===== src/rtl/add_pkg.sv =====
// Shared definitions for the nibble-serial add/subtract sequencer.
//   NIBBLE_W      : width of the shared arithmetic slice
//   state_t       : sequencer state encoding (IDLE, RUN, DONE)
//   nibble_count  : number of slice passes for a given operand width
//   index_width   : bits needed for the nibble index (minimum 1)
package add_pkg;

    localparam int NIBBLE_W = 4;

    typedef enum logic [1:0] {
        IDLE = 2'd0,
        RUN  = 2'd1,
        DONE = 2'd2
    } state_t;

    function automatic int nibble_count(input int width);
        return width / NIBBLE_W;
    endfunction

    function automatic int index_width(input int width);
        int n;
        n = width / NIBBLE_W;
        return (n <= 1) ? 1 : $clog2(n);
    endfunction

endpackage


===== src/rtl/add_seq_ctrl_if.sv =====
// Requester-side bus of the add/subtract sequencer.
//   start, sub, a, b, c_in : request and operands (requester -> sequencer)
//   busy, done, sum, c_out : status and result (sequencer -> requester)
//
// Handshake: start is a request that is accepted on the rising edge where
// busy is low (sequencer idle). While busy is high start is ignored and not
// queued. done pulses for one cycle; sum/c_out are valid while done is high
// and hold until nibble 0 of the next accepted request is written.
interface add_seq_ctrl_if #(
    parameter int WIDTH = 16
);
    logic             start;
    logic             sub;
    logic [WIDTH-1:0] a;
    logic [WIDTH-1:0] b;
    logic             c_in;
    logic             busy;
    logic             done;
    logic [WIDTH-1:0] sum;
    logic             c_out;

    modport master (
        output start, sub, a, b, c_in,
        input  busy, done, sum, c_out
    );

    modport slave (
        input  start, sub, a, b, c_in,
        output busy, done, sum, c_out
    );
endinterface


===== src/rtl/add_4.sv =====
// 4-bit ripple-carry adder slice, purely combinational.
//   a, b  : 4-bit operands
//   c_in  : carry into bit 0
//   sum   : 4-bit sum
//   c_out : carry out of bit 3
module add_4 (
    input  logic [3:0] a,
    input  logic [3:0] b,
    input  logic       c_in,
    output logic [3:0] sum,
    output logic       c_out
);
    logic [4:0] c;

    always_comb begin
        c    = '0;
        sum  = '0;
        c[0] = c_in;
        for (int i = 0; i < 4; i++) begin
            sum[i]   = a[i] ^ b[i] ^ c[i];
            c[i + 1] = (a[i] & b[i]) | (a[i] & c[i]) | (b[i] & c[i]);
        end
        c_out = c[4];
    end
endmodule


===== src/rtl/add_seq_ctrl.sv =====
// WIDTH-bit add/subtract computed over WIDTH/4 cycles on one add_4 slice,
// least-significant nibble first, carry held in a register between passes.
//   clk, rst : clock (rising edge) and asynchronous active-high reset
//   bus      : slave side of add_seq_ctrl_if (start/sub/a/b/c_in in,
//              busy/done/sum/c_out out)
//   state_o  : current sequencer state, for observation
module add_seq_ctrl
    import add_pkg::*;
#(
    parameter int WIDTH = 16
) (
    input  logic          clk,
    input  logic          rst,
    add_seq_ctrl_if.slave bus,
    output state_t        state_o
);
    localparam int NIBBLES = nibble_count(WIDTH);
    localparam int IDX_W   = index_width(WIDTH);
    localparam logic [IDX_W-1:0] LAST_IDX = IDX_W'(NIBBLES - 1);

    generate
        if ((WIDTH < NIBBLE_W) || ((WIDTH % NIBBLE_W) != 0)) begin : g_bad_width
            $error("add_seq_ctrl: WIDTH must be a positive multiple of 4");
        end
    endgenerate

    state_t             state_q, state_d;
    logic [IDX_W-1:0]   idx_q, idx_d;
    logic               carry_q, carry_d;
    logic [WIDTH-1:0]   a_q, a_d;
    logic [WIDTH-1:0]   b_q, b_d;
    logic [WIDTH-1:0]   sum_q, sum_d;
    logic               c_out_q, c_out_d;
    logic               busy_q, busy_d;
    logic               done_q, done_d;

    logic [NIBBLE_W-1:0] a_nib, b_nib, slice_sum;
    logic                slice_cout;

    add_4 u_slice (
        .a     (a_nib),
        .b     (b_nib),
        .c_in  (carry_q),
        .sum   (slice_sum),
        .c_out (slice_cout)
    );

    // Operand nibble select for the current pass.
    always_comb begin
        a_nib = '0;
        b_nib = '0;
        for (int i = 0; i < NIBBLES; i++) begin
            if (idx_q == i[IDX_W-1:0]) begin
                a_nib = a_q[i*NIBBLE_W +: NIBBLE_W];
                b_nib = b_q[i*NIBBLE_W +: NIBBLE_W];
            end
        end
    end

    always_comb begin
        state_d = state_q;
        idx_d   = idx_q;
        carry_d = carry_q;
        a_d     = a_q;
        b_d     = b_q;
        sum_d   = sum_q;
        c_out_d = c_out_q;

        case (state_q)
            IDLE: begin
                if (bus.start) begin
                    // Subtract is a + ~b + 1, so invert b here and force the carry.
                    a_d     = bus.a;
                    b_d     = bus.sub ? ~bus.b : bus.b;
                    carry_d = bus.sub ? 1'b1 : bus.c_in;
                    idx_d   = '0;
                    state_d = RUN;
                end
            end
            RUN: begin
                for (int i = 0; i < NIBBLES; i++) begin
                    if (idx_q == i[IDX_W-1:0]) begin
                        sum_d[i*NIBBLE_W +: NIBBLE_W] = slice_sum;
                    end
                end
                carry_d = slice_cout;
                if (idx_q == LAST_IDX) begin
                    // Index is left at its final value so it never wraps.
                    c_out_d = slice_cout;
                    state_d = DONE;
                end else begin
                    idx_d = idx_q + 1'b1;
                end
            end
            DONE: begin
                state_d = IDLE;
            end
            default: begin
                state_d = IDLE;
            end
        endcase

        // Status outputs are registered from the next state.
        busy_d = (state_d != IDLE);
        done_d = (state_d == DONE);
    end

    always_ff @(posedge clk or posedge rst) begin
        if (rst) begin
            state_q <= IDLE;
            idx_q   <= '0;
            carry_q <= 1'b0;
            a_q     <= '0;
            b_q     <= '0;
            sum_q   <= '0;
            c_out_q <= 1'b0;
            busy_q  <= 1'b0;
            done_q  <= 1'b0;
        end else begin
            state_q <= state_d;
            idx_q   <= idx_d;
            carry_q <= carry_d;
            a_q     <= a_d;
            b_q     <= b_d;
            sum_q   <= sum_d;
            c_out_q <= c_out_d;
            busy_q  <= busy_d;
            done_q  <= done_d;
        end
    end

    assign bus.busy  = busy_q;
    assign bus.done  = done_q;
    assign bus.sum   = sum_q;
    assign bus.c_out = c_out_q;
    assign state_o   = state_q;

endmodule


===== src/flat_wrapper.sv =====
// flat-port wrapper written by rule: the top's interface ports become plain ports
module add_seq_ctrl_flat import add_pkg::*;
#(
    parameter int WIDTH = 16
)
  (clk, rst, state_o, bus_start, bus_sub, bus_a, bus_b, bus_c_in, bus_busy, bus_done, bus_sum, bus_c_out);
  add_seq_ctrl_if #(.WIDTH(WIDTH)) bus_i ();
  input  logic clk;
  input  logic rst;
  output state_t state_o;
  input wire logic [$bits(bus_i.start)-1:0] bus_start;
  input wire logic [$bits(bus_i.sub)-1:0] bus_sub;
  input wire logic [$bits(bus_i.a)-1:0] bus_a;
  input wire logic [$bits(bus_i.b)-1:0] bus_b;
  input wire logic [$bits(bus_i.c_in)-1:0] bus_c_in;
  output wire logic [$bits(bus_i.busy)-1:0] bus_busy;
  output wire logic [$bits(bus_i.done)-1:0] bus_done;
  output wire logic [$bits(bus_i.sum)-1:0] bus_sum;
  output wire logic [$bits(bus_i.c_out)-1:0] bus_c_out;
  assign bus_i.start = bus_start;
  assign bus_i.sub = bus_sub;
  assign bus_i.a = bus_a;
  assign bus_i.b = bus_b;
  assign bus_i.c_in = bus_c_in;
  assign bus_busy = bus_i.busy;
  assign bus_done = bus_i.done;
  assign bus_sum = bus_i.sum;
  assign bus_c_out = bus_i.c_out;
  add_seq_ctrl #(.WIDTH(WIDTH)) u_core (.clk(clk), .rst(rst), .bus(bus_i), .state_o(state_o));
endmodule

===== config.mk =====
export PLATFORM = sky130hd
export DESIGN_NAME = add_seq_ctrl_flat
export DESIGN_NICKNAME = d
export VERILOG_FILES = /design/src/rtl/add_pkg.sv /design/src/rtl/add_seq_ctrl_if.sv /design/src/rtl/add_4.sv /design/src/rtl/add_seq_ctrl.sv /design/src/flat_wrapper.sv
export SDC_FILE = /design/constraint.sdc
export NUM_CORES = 1
export LEC_CHECK = 0
export BUFFER_PORTS_ARGS = -buffer_cell sky130_fd_sc_hd__buf_2
export CAP_MARGIN = 10
export CORE_MARGIN = 4
export CORE_UTILIZATION = 58
export DETAILED_ROUTE_END_ITERATION = 6
export PLACE_DENSITY = 0.95
export SETUP_SLACK_MARGIN = 0.2
export SYNTH_ARGS = -nofsm -noshare
export SYNTH_HDL_FRONTEND = slang
export SYNTH_SLANG_ARGS = --single-unit

===== constraint.sdc =====
create_clock -name clk -period 5.5 [get_ports clk]
set_input_delay 0.275 -clock clk [delete_from_list [all_inputs] [get_ports clk]]
set_output_delay 0.275 -clock clk [all_outputs]
set_load 0.01 [all_outputs]

== After elaboration in Yosys (flattened, before gate mapping) ==
Cells that the tools add are included.

* $add $sub $neg: 1
* Bitwise gates (word level): 29
* Eq/ne operators: 7
* Reductions and logical operators: 11
* Multiplexer cells: 18

{| class="wikitable"
|+ Operator list
! cell !! number
|-
| $mux W4 || 8
|-
| $mux W16 || 1
|-
| $not A16 Y16 || 1
|-
| $and A1 B1 Y1 || 12
|-
| $reduce_and A2 Y1 || 6
|-
| $mux W2 || 4
|-
| $or A1 B1 Y1 || 8
|-
| $pmux W2 S2 || 2
|-
| $xor A1 B1 Y1 || 8
|-
| $eq A2 B2 Y1 const B || 3
|-
| $eq A2 B1 Y1 const B || 2
|-
| $logic_not A2 Y1 || 2
|-
| $ne A2 B2 Y1 const B || 2
|-
| $reduce_bool A2 Y1 || 2
|-
| $reduce_and A3 Y1 || 1
|-
| $add A2 B1 Y2 const B || 1
|-
| $mux W1 || 2
|-
| $pmux W1 S2 || 1
|}

* Output and inout bits: 21
* Input port bits: 37
* Register bits: 56
* Logic and storage cells: 78

== Longest topological paths before layout ==
* Word-level depth: 18
* Mapped depth: 14
* Mapped depth without buffers: 12

== Hierarchy ==
Synthesis repeated with hierarchy kept, for this count alone.

* Cell total of the unflattened synthesis: 225
* Area, all modules: 2761.4 µm²

{| class="wikitable"
|+ Modules (own cells, without submodules)
! module !! instances !! seq. area each (µm²) !! cells an instance !! area an instance (µm²)
|-
| add_seq_ctrl || 1 || 1401.3 || 211 || 2643.8
|-
| add_4 || 1 || 0.0 || 14 || 117.6
|}

== Least setup slack after synthesis ==
Ideal clock, no wire load.

* Path type: register to register
* Start point: register u_core.idx_q[1]
* End point: register u_core.sum_q[11], in the netlist u_core.bus.sum[11]
* Arrival: 3.062 ns
* Path slack: 2.355 ns
* Setup time: 0.084 ns
* Period minus slack after synthesis: 3.145 ns
* Required time: 5.416 ns
* Cell stages (with the launch flop): 15
* Buffers on the path: 2
* Cells stage by stage: dfrtp_1 inv_1 ha_1 buf_2 nor2b_1 buf_2 a221o_1 a22oi_1 fa_1 inv_1 fa_1 fa_1 inv_1 fa_1 o21ai_0

* Word-level cells in the longest chain between the ends: 15
* Elaborated cells between the ends (all ways): 30
* Those cells by class: eq/ne (3); mux (8); bitwise (17); reduce/logical (2)

{| class="wikitable"
|+ Ends and longest elaborated chain
! what !! RTL line !! RTL
|-
| start: declaration || add_seq_ctrl.sv:28 || <nowiki>logic [IDX_W-1:0] idx_q, idx_d;</nowiki>
|-
| start signal: assignment || add_seq_ctrl.sv:121 || <nowiki>idx_q <= idx_d;</nowiki>
|-
| $logic_not A2 Y1 || add_seq_ctrl.sv:53 || <nowiki>if (idx_q == i[IDX_W-1:0]) begin</nowiki>
|-
| $mux W4 (4 in a row) || add_seq_ctrl.sv:53 ||
|-
| $and A1 B1 Y1 || add_4.sv:21 || <nowiki>c[i + 1] = (a[i] & b[i]) | (a[i] & c[i]) | (b[i] & c[i]);</nowiki>
|-
| $or A1 B1 Y1 (2 in a row) || add_4.sv:21 ||
|-
| $and A1 B1 Y1 || add_4.sv:21 ||
|-
| $or A1 B1 Y1 (2 in a row) || add_4.sv:21 ||
|-
| $and A1 B1 Y1 || add_4.sv:21 ||
|-
| $or A1 B1 Y1 (2 in a row) || add_4.sv:21 ||
|-
| $xor A1 B1 Y1 || add_4.sv:20 || <nowiki>sum[i] = a[i] ^ b[i] ^ c[i];</nowiki>
|-
| end signal: assignment || add_seq_ctrl.sv:125 || <nowiki>sum_q <= sum_d;</nowiki>
|-
| end: declaration || add_seq_ctrl.sv:32 || <nowiki>logic [WIDTH-1:0] sum_q, sum_d;</nowiki>
|}

Parallel ways exist; a longest one is shown, timed or not.
A chain may end at the register's enable or synchronous reset.

== Worst setup path after layout ==
* Start point: register u_core.idx_q[1]
* End point: register u_core.sum_q[15], in the netlist u_core.bus.sum[15]

Same word-level chain as after synthesis.

==> results.py <==
metrics = {
    "floorplanning": {
        "dieArea_um2": 5690,
        "io_pins": 58,
        "fp-row-count": 24,
        "core_um2": 4380,
        "die_h_um": 75.4,
        "start_util_pct": 60.1,
        "die_x_um": 75.4,
    },
    "synth": {
        "synth_compound_area_share_pct": 12.9,
        "yosys_register_bits": 56,
        "yosys_warnings": 0,
        "synth_xor_area_share_pct": 5.32,
        "synth_area_leaders": "dfrtp_1 53%, mux2_2 9.4%, xnor2_1 4.7%",
        "ys_seq_area_share_pct": 53.2,
        "synth_fp_nets": 276,
        "avgSynthCellArea_um2": 11.4,
        "synth_area_leader_cell": "dfrtp_1",
        "syn_area_um2": 2640,
        "yosys.area_share.simple_pct": 8.78,
        "syn_inst": 231,
        "ys_types": 28,
        "synth_fa_ha_area_share_pct": 4.94,
        "muxShareOfSynthArea_pct": 9.40,
        "yosysTopAreaCellShare_pct": 53.2,
        "synth_top_family_by_area": "compound AO/OA/AOI/OAI gates",
    },
    "final_layout": {
        "nNetsFinal": 329,
        "drive_gt1_share_pct": 32.3,
        "final_common_cell": "buf_2",
        "fin_cells": 337,
        "syn2layout_area_growth_pct": 15.6,
        "multi_input_area_um2": 1090,
        "fillerInstances": 336,
        "ff_latch_area_um2": 1400,
        "antenna_cells": 0,
        "final_cell_mix": "57 x buf_2, 56 x dfrtp_1, 22 x mux2_2",
    },
    "critical_path": {
        "cp_max_fo": 10,
        "critPathKind": "flip-flop to flip-flop",
        "critPathLaunch": "u_core.idx_q[1]",
        "worstSetupEndpointType": "flip-flop",
        "cp.arrival_ns": 3.82,
        "r2r_start": "u_core.idx_q[1]",
        "critPathLaunchType": "flip-flop",
        "cp.required_ns": 5.73,
    },
    "placement": {
        "dp.cells": 327,
        "gp_congestion": 0.771,
        "port_buffers": 57,
        "hpwl_mm": 3.67,
    },
    "sta": {
        "whs_ns": 0.173,
        "finalSetupViolCount": 0,
        "layout_min_cycle_time_ns": 3.58,
        "tns_ns": 0,
        "hold_viol_final": 0,
        "tightest_slew_ns": 0.679,
        "rsz0062_at_grt": "false",
        "timing.final.crit_share_pct": 65.1,
        "finClkSkew_ns": 0.00483,
        "final_max_slew_viol_count": 0,
        "relSlewSlack_pct": 54.8,
        "max_freq_ghz": 0.279,
    },
    "clocking": {
        "clk_root_buffer_cell": "clkbuf_8",
        "cts_tree": "yes",
        "htreeDepth": 2,
        "cts_sinks": 56,
        "post-cts-setup-buffer-count": 0,
        "cts_made_buffers": 5,
        "clockBufferDepth": 2,
        "cts.reportedPaths.clkPinSlew_ns": 0.10,
        "clkLatencyLatePin_ns": 0.31,
    },
    "routing": {
        "wl_per_cell_um": 15.4,
        "drt-total-wl_mm": 5.18,
        "drtIter0Drc": 147,
        "viasPerCell": 5.61,
        "wl_met1_mm": 2.23,
        "ant_nets": 0,
        "wl_met2_mm": 2.46,
        "vias": 1890,
        "wl_met3_um": 387,
        "drc": 0,
        "top_layer_used": "met4",
        "drt_pass1_iterations": 4,
    },
    "global_routing": {
        "antenna_found_initial": 0,
        "grt_overflow_total": 0,
        "grt_pass1_vias": 1805,
        "grt_usage_pct": 20.0,
        "grt_max_degree": 57,
        "grt_pass1_wl_mm": 8.51,
    },
    "power_and_ir_drop": {
        "power.leakage_nw": 1.41,
        "ir_worst_vdd_mv": 0.269,
        "p_per_area_nw_per_um2": 654,
    },
    "hold_path": {
        "hp-start": "bus_a[8]",
        "hold_class": "input pin to flip-flop",
    },
    "job": {
        "cap_violations": 0,
    },
    "status": {
        "outcome": "finished clean",
    },
}
cell families (layout without fill, tap and decap cells):
group                      Yosys count  after routing
xor gates and xnor gates            16             16
muxes                               22             22
DFF                                 56             56
and+or+nand+nor                     47             47
AOI/OAI and AO/OA                   54             54
buffers and inverters               28             82
adders and majority gates            8              8
timing repair:
item	4_1_cts	5_1_grt
hold buffers	0	1
endpoints found under the hold margin	0	13
resized for setup	0	0
power by group:
part | total (mW) | internal, mW | switching [mW]
Clock | 0.276 | 0.138 | 0.138
Combinational | 0.967 | 0.448 | 0.519
Sequential | 0.748 | 0.620 | 0.128
Total | 1.99 | 1.21 | 0.785
worst max-delay path, cell delays in order, from the launching register on:
cell     delay [ns]
dfrtp_1        0.43
inv_1          0.12
ha_1           0.40
nor2b_1        0.24
a221o_1        0.35
a22oi_1        0.22
fa_1           0.23
inv_1          0.05
fa_1           0.37
fa_1           0.37
inv_1          0.07
fa_1           0.45
o21ai_0        0.20
metrics by stage:
stage | utilization [%] | total power [mW] | setup slack [ns] | instance area (um^2)
after global placement | 66.2 | 1.66 | 2.20 | 2900
final | 69.5 | 1.99 | 1.92 | 3050
after detailed placement | 66.2 | 1.72 | 1.95 | 2900
after floorplan | - | 1.45 | 2.35 | 2640
after CTS | 68.8 | 2.00 | 1.93 | 3020
after global routing | 69.5 | 2.17 | 1.69 | 3050
cell type report:
class                           count  area share (%)
Sequential cell                    56            46.0
Multi-Input combinational cell    147            35.7
Timing Repair Buffer               60            10.6
Clock buffer                        5            2.26
Tap cell                           52            2.14
Inverter                           14            1.73
Clock inverter                      3            1.52
registers in the layout (all words and copies together) (netlist names):
name,flops
u_core.a_q,16
u_core.b_q,16
u_core.bus.busy,1
u_core.bus.c_out,1
u_core.bus.done,1
u_core.bus.sum,16
u_core.carry_q,1
u_core.idx_q,2
u_core.state_o,2
synthesized netlist by cell type, drive strengths merged:
library cell,n
a21oi,19
a221o,4
a221oi,5
a22oi,5
buf,11
clkbuf,3
dfrtp,56
fa,4
ha,4
inv,14
mux2,22
nand2,17
nand3b,4
nor2,17
nor2b,6
nor3,1
nor3b,1
nor4b,1
o21a,1
o21ai,13
o21bai,1
o22ai,2
o31ai,4
xnor2,14
xor2,2
per-layer routing:
layer | vias to the layer above | GRT usage [%]
met5 | - | 0
met4 | 0 | 6.99
met3 | 10 | 5.01
met2 | 75 | 31.6
met1 | 910 | 27.0
li1 | 895 | -
path summary, 6_finish.rpt:
path | to | slack, ns | depth (start not counted)
setup / recovery | u_core.bus.sum[15] | 1.92 | 12
hold / removal | u_core.a_q[8] | 0.17 | 3
setup reg to reg | u_core.bus.sum[15] | 1.92 | 12
hold reg to reg | u_core.bus.sum[0] | 0.48 | 2
max in group asynchronous | u_core.bus.busy | 4.53 | 4
min in group asynchronous | u_core.bus.sum[5] | 0.45 | 3
Power figures use the tool's default switching activity.
